$ cat config.mk
export PLATFORM = sky130hd
export DESIGN_NAME = phys_free_list
export DESIGN_NICKNAME = d
export VERILOG_FILES = /design/src/rtl/phys_free_list_pkg.sv /design/src/rtl/phys_free_list.sv
export SDC_FILE = /design/constraint.sdc
export NUM_CORES = 1
export LEC_CHECK = 0
export ABC_AREA = 1
export BUFFER_PORTS_ARGS = -buffer_cell sky130_fd_sc_hd__buf_2
export CAP_MARGIN = 20
export CORE_MARGIN = 1.5
export CORE_UTILIZATION = 57
export CTS_CLUSTER_DIAMETER = 120
export CTS_CLUSTER_SIZE = 10
export DETAILED_ROUTE_END_ITERATION = 6
export PLACE_DENSITY = 0.76
export RECOVER_POWER = 25
export SLEW_MARGIN = 40
export SYNTH_ARGS = -nofsm -noshare
export SYNTH_HDL_FRONTEND = slang
export SYNTH_SLANG_ARGS = --single-unit
$ cat constraint.sdc
create_clock -name CLK -period 2.91 [get_ports CLK]
set_input_delay 0.1455 -clock CLK [delete_from_list [all_inputs] [get_ports CLK]]
set_output_delay 0.1455 -clock CLK [all_outputs]
set_load 0.05 [all_outputs]
$ cat src/rtl/phys_free_list_pkg.sv
// Shared rename-stage constants: physical/architectural register counts
// and the physical register index width, common to the register file,
// the map table and the free list.
package phys_free_list_pkg;

  localparam int unsigned RN_NUM_PHYS_REGS = 64;
  localparam int unsigned RN_NUM_ARCH_REGS = 32;
  localparam int unsigned RN_LOG_PHYS      = $clog2(RN_NUM_PHYS_REGS);

endpackage : phys_free_list_pkg

$ cat src/rtl/phys_free_list.sv
// Physical register free list: circular FIFO of free physical register
// tags. Head hands out tags at rename, tail accepts tags returned at
// commit, and retire_head tracks the non-speculative head so a flush can
// return every speculative allocation in one cycle.
module phys_free_list
  import phys_free_list_pkg::*;
#(
  parameter  int unsigned NUM_PHYS_REGS = RN_NUM_PHYS_REGS,
  parameter  int unsigned NUM_ARCH_REGS = RN_NUM_ARCH_REGS,
  localparam int unsigned LOG_PHYS      = $clog2(NUM_PHYS_REGS)
) (
  input  logic                CLK,
  input  logic                RESET,
  input  logic                Alloc_IN,
  output logic [LOG_PHYS-1:0] AllocReg_OUT,
  output logic                AllocValid_OUT,
  output logic                SetBusy_OUT,
  output logic [LOG_PHYS-1:0] BusyReg_OUT,
  input  logic                Free_IN,
  input  logic [LOG_PHYS-1:0] FreeReg_IN,
  input  logic                Retire_IN,
  input  logic                Flush_IN,
  output logic [LOG_PHYS:0]   FreeCount_OUT,
  output logic                Overflow_OUT
);

  typedef logic [LOG_PHYS-1:0] idx_t;
  typedef logic [LOG_PHYS:0]   ptr_t;

  // Most free entries the list can ever legally hold.
  localparam ptr_t FREE_CAP = ptr_t'(NUM_PHYS_REGS - NUM_ARCH_REGS);

  // Pointers carry a wrap bit, so plain +1 wraps at 2^(LOG_PHYS+1).
  function automatic ptr_t ptr_inc(input ptr_t p);
    return p + ptr_t'(1);
  endfunction

  idx_t buf_q [NUM_PHYS_REGS];
  ptr_t head_q, head_d;
  ptr_t retire_head_q, retire_head_d;
  ptr_t tail_q, tail_d;
  logic overflow_q, overflow_d;

  ptr_t free_count;
  logic alloc_valid;
  logic grant;
  logic retire_ok;
  logic overflow_hit;
  logic free_ok;

  // Next-state pointer and flag logic.
  always_comb begin
    free_count    = tail_q - head_q;
    alloc_valid   = (free_count != '0);
    grant         = Alloc_IN & alloc_valid & ~Flush_IN;
    retire_ok     = Retire_IN & (retire_head_q != head_q);
    // A return is only dropped when the list is at capacity and no tag
    // leaves in the same cycle.
    overflow_hit  = Free_IN & (free_count == FREE_CAP) & ~grant;
    free_ok       = Free_IN & ~overflow_hit;
    retire_head_d = retire_ok ? ptr_inc(retire_head_q) : retire_head_q;
    // Flush rewinds to the committed head, including a retire this cycle.
    if (Flush_IN)   head_d = retire_head_d;
    else if (grant) head_d = ptr_inc(head_q);
    else            head_d = head_q;
    tail_d        = free_ok ? ptr_inc(tail_q) : tail_q;
    overflow_d    = overflow_q | overflow_hit;
  end

  // Pointer and sticky-flag registers.
  always_ff @(posedge CLK) begin
    if (RESET) begin
      head_q        <= '0;
      retire_head_q <= '0;
      tail_q        <= FREE_CAP;
      overflow_q    <= 1'b0;
    end else begin
      head_q        <= head_d;
      retire_head_q <= retire_head_d;
      tail_q        <= tail_d;
      overflow_q    <= overflow_d;
    end
  end

  // Tag storage: reset seeds the non-architectural tags, returns write at tail.
  always_ff @(posedge CLK) begin
    if (RESET) begin
      for (int unsigned i = 0; i < NUM_PHYS_REGS - NUM_ARCH_REGS; i++) begin
        buf_q[i] <= idx_t'(NUM_ARCH_REGS + i);
      end
    end else if (free_ok) begin
      buf_q[tail_q[LOG_PHYS-1:0]] <= FreeReg_IN;
    end
  end

  assign AllocReg_OUT   = buf_q[head_q[LOG_PHYS-1:0]];
  assign AllocValid_OUT = alloc_valid;
  assign SetBusy_OUT    = grant;
  assign BusyReg_OUT    = AllocReg_OUT;
  assign FreeCount_OUT  = free_count;
  assign Overflow_OUT   = overflow_q;

endmodule : phys_free_list

==> reports/results.ini <==
[timing]
maxSlewViolCount=203
worst_slew_pin_slew_ns=1.77
final-hold-violation-count=0
finalCritPeriodShare=0.985
rsz0062_at_grt=true
fin_skew_ns=0.0161
relSlewSlack=-0.182
period_needed_ns=2.87
setup_violations=0
max_freq_mhz=349

[route]
dr.pass1.iters=6
vias_per_cell=6.18
drt_wl_total_mm=51.4
postRouteAntennaNets=0
first_iter_violations=2159
drcViolationCount=0
dr_total_vias=14155
wire_per_inst_um=22.4

[synthesis]
yosysWarningCount=0
ys_top_cells_by_area=edfxtp_1 (62%), nor2_1 (7.1%), o21ai_0 (6.9%)
synth_top_area_cell=edfxtp_1
async_reset_ff_frac=0
synth_fa_ha_area_frac=0.00710
synth_seq_area_share=0.648
yosys.cell_types.count=37
syn_area_per_cell_sq_um=10.4
synth-compound-area-share=0.122
muxShareOfSynthArea=0
synth_top_family_by_area=simple AND/OR/NAND/NOR gates
synth_seq_cells=412
synth_nets=1813
netlist.area_leader.share=0.618
dominantRegCellSynth=edfxtp_1
yosys.area_share.simple=0.169
synth-xor-area-share=0.00891
synthesis.instances=1791
netlist_area_sq_um=18700
synth-edff-count=384

[critical_path]
path_common_cell=nand2_1
cp_top_family=compound AO/OA/AOI/OAI gates
worstPathCellList=clkinv_8, buf_16, buf_12, o21ai_0, o22ai_1, nand2_1, a21oi_1, o211ai_1, nand2_1, buf_6
r2r_cells=15
cp_num_cells=10
max_stage_delay_ns=0.45
cp.required_ns=2.76
crit_arrival_ns=2.72
worst-path-buf-inv=4
endpoint_kind=output port
cp-start-kind=register
path_max_fanout=30
crit_path_top_delay_cell=dfxtp_4
crit_type=reg2out

[job]
drv_cap=6

[cells_and_area]
fin_cells=2291
final_util=0.676
diodes=0
area_growth_pct=17.3
fin_nets=1861
drive_above_1_share=0.174

[floorplan]
core_sq_um=32400
dieArea_sq_um=33800
start_util=0.577
ioPinCount=34
die_w_um=184
num_rows=66
die_h_um=184

[clock_tree]
numCtsBuffers=47
cts_sinks=412
cts_root_buffer=clkbuf_16
cts_tree=yes
htreeDepth=2
clk_latency_ns=0.56
clock_path_buffers=3
clk_pin_slew_ns=0.06

[global_route]
overflow=0
grt_pass1_vias=13705
grt_util_all_layers=0.298
grt_pass1_wl_mm=75.9
grt_max_degree=67
antenna_found_initial=0

[run_status]
violations=max-capacitance violations, max-slew violations
status=finished with violations

[place]
place_congestion=0.920
place_hpwl_mm=31.5
dp.cells=2211
io_buffer_count=33

[power]
leakagePower_nw=7.09
p_per_area_nw_per_um2=669
ir_worst_vdd_v=0.000485

[worst_hold_path]
hold_depth=3
hp-class=in2reg

[area by class of cell]
class                           instances  area, sq um
Clock buffer                           56         1230
Clock inverter                          3         33.8
Fill cell                            2348        10500
Inverter                               70          282
Multi-Input combinational cell       1176         6340
Sequential cell                       412        12100
Tap cell                              442          553
Timing Repair Buffer                  131         1340
Timing Repair inverter                  1         8.76
[logic make-up (layout without fill, tap and decap cells)]
family	Yosys count	after routing
AO/OA/AOI/OAI	413	413
flip-flops	412	412
adder cells (fa/ha/maj)	10	10
AND/OR/NAND/NOR	734	734
XOR/XNOR	19	19
buffers and inverters	203	261
[cells in the final DEF (no fill, tap or decap), types with 11 or more instances in the layout]
master and n:
dfxtp_1 23, nand2_2 21, o211ai_1 24, edfxtp_1 384, nor2_4 33, inv_1 55
o21ai_4 11, nor3_1 38, a21oi_1 21, nand2_1 219, nand3_1 46, nand2_4 14
o22ai_1 92, clkbuf_16 52, buf_4 65, nor3_2 13, buf_2 14, xor2_1 16
clkbuf_1 17, nor2_1 316, buf_12 14, o21ai_0 229, o21ai_1 13
[metrics by stage]
stage	hold WS (ns)	setup WS [ns]	area, sq um	TNS [ns]	power [mW]
floorplan	0.244	-0.226	19200	-43.94	8.43
global placement	0.470	0.122	20100	0	9.21
detailed placement	0.479	0.0605	20100	0	9.25
CTS	0.0752	-0.00357	21500	-0.00869	14.4
global route	0.108	-0.0320	21900	-0.106	15.1
finish	0.0884	0.0447	21900	0	14.6
[tightest hold or removal path: stages]
cell and delay [ns]:
buf_2 0.25, nand3_1 0.14, a21oi_1 0.06
[worst paths after layout]
path,slack [ns],start,endpoint
worst max-delay path,0.04,register,AllocReg_OUT[3]
worst min-delay path,0.09,Free_IN,tail_q[6]
worst max register to register,0.10,tail_q[0],buf_q[19][5]
worst min register to register,0.49,Overflow_OUT,Overflow_OUT
[sequential cells by signal, summed over array words and instances (netlist names), named ones only]
| signal | cells |
|---|---|
| buf_q | 384 |
| head_q | 7 |
| retire_head_q | 7 |
| tail_q | 7 |
| Overflow_OUT | 1 |
[report_power, final]
part / switching, mW / internal [mW]
registers: 0.0586 / 6.55
clock network: 2.21 / 2.94
logic: 1.98 / 0.908
total: 4.25 / 10.4
[per-layer routing]
| layer | GRT usage | up-vias | part of all wire |
|---|---|---|---|
| met3 | 0.0531 | 159 | 0.10 |
| met2 | 0.493 | 828 | 0.48 |
| met1 | 0.384 | 6780 | 0.38 |
| li1 | - | 6388 | - |
| met5 | 0 | - | 0 |
| met4 | 0.135 | 0 | 0.044 |
[synth_stat cells (14+ instances only)]
cell,instances
nand2_1,244
o211ai_1,24
o21ai_0,256
xor2_1,16
o22ai_1,93
edfxtp_1,384
clkbuf_1,106
nand3_1,48
a21oi_1,24
inv_1,65
dfxtp_1,28
nor3_1,42
nor2_1,351
buf_2,14
[timing repair]
| item | 4_1_cts | 5_1_grt |
|---|---|---|
| endpoints found under the hold margin | 16 | 0 |
| cloned | 1 | 5 |
| hold buffers | 5 | 0 |
| resized for setup | 24 | 76 |
| pin swaps | 3 | 12 |
| setup endpoints to repair | 13 | 354 |
| setup buffers | 2 | 9 |
Note: power is estimated with default switching activity, not from simulation.
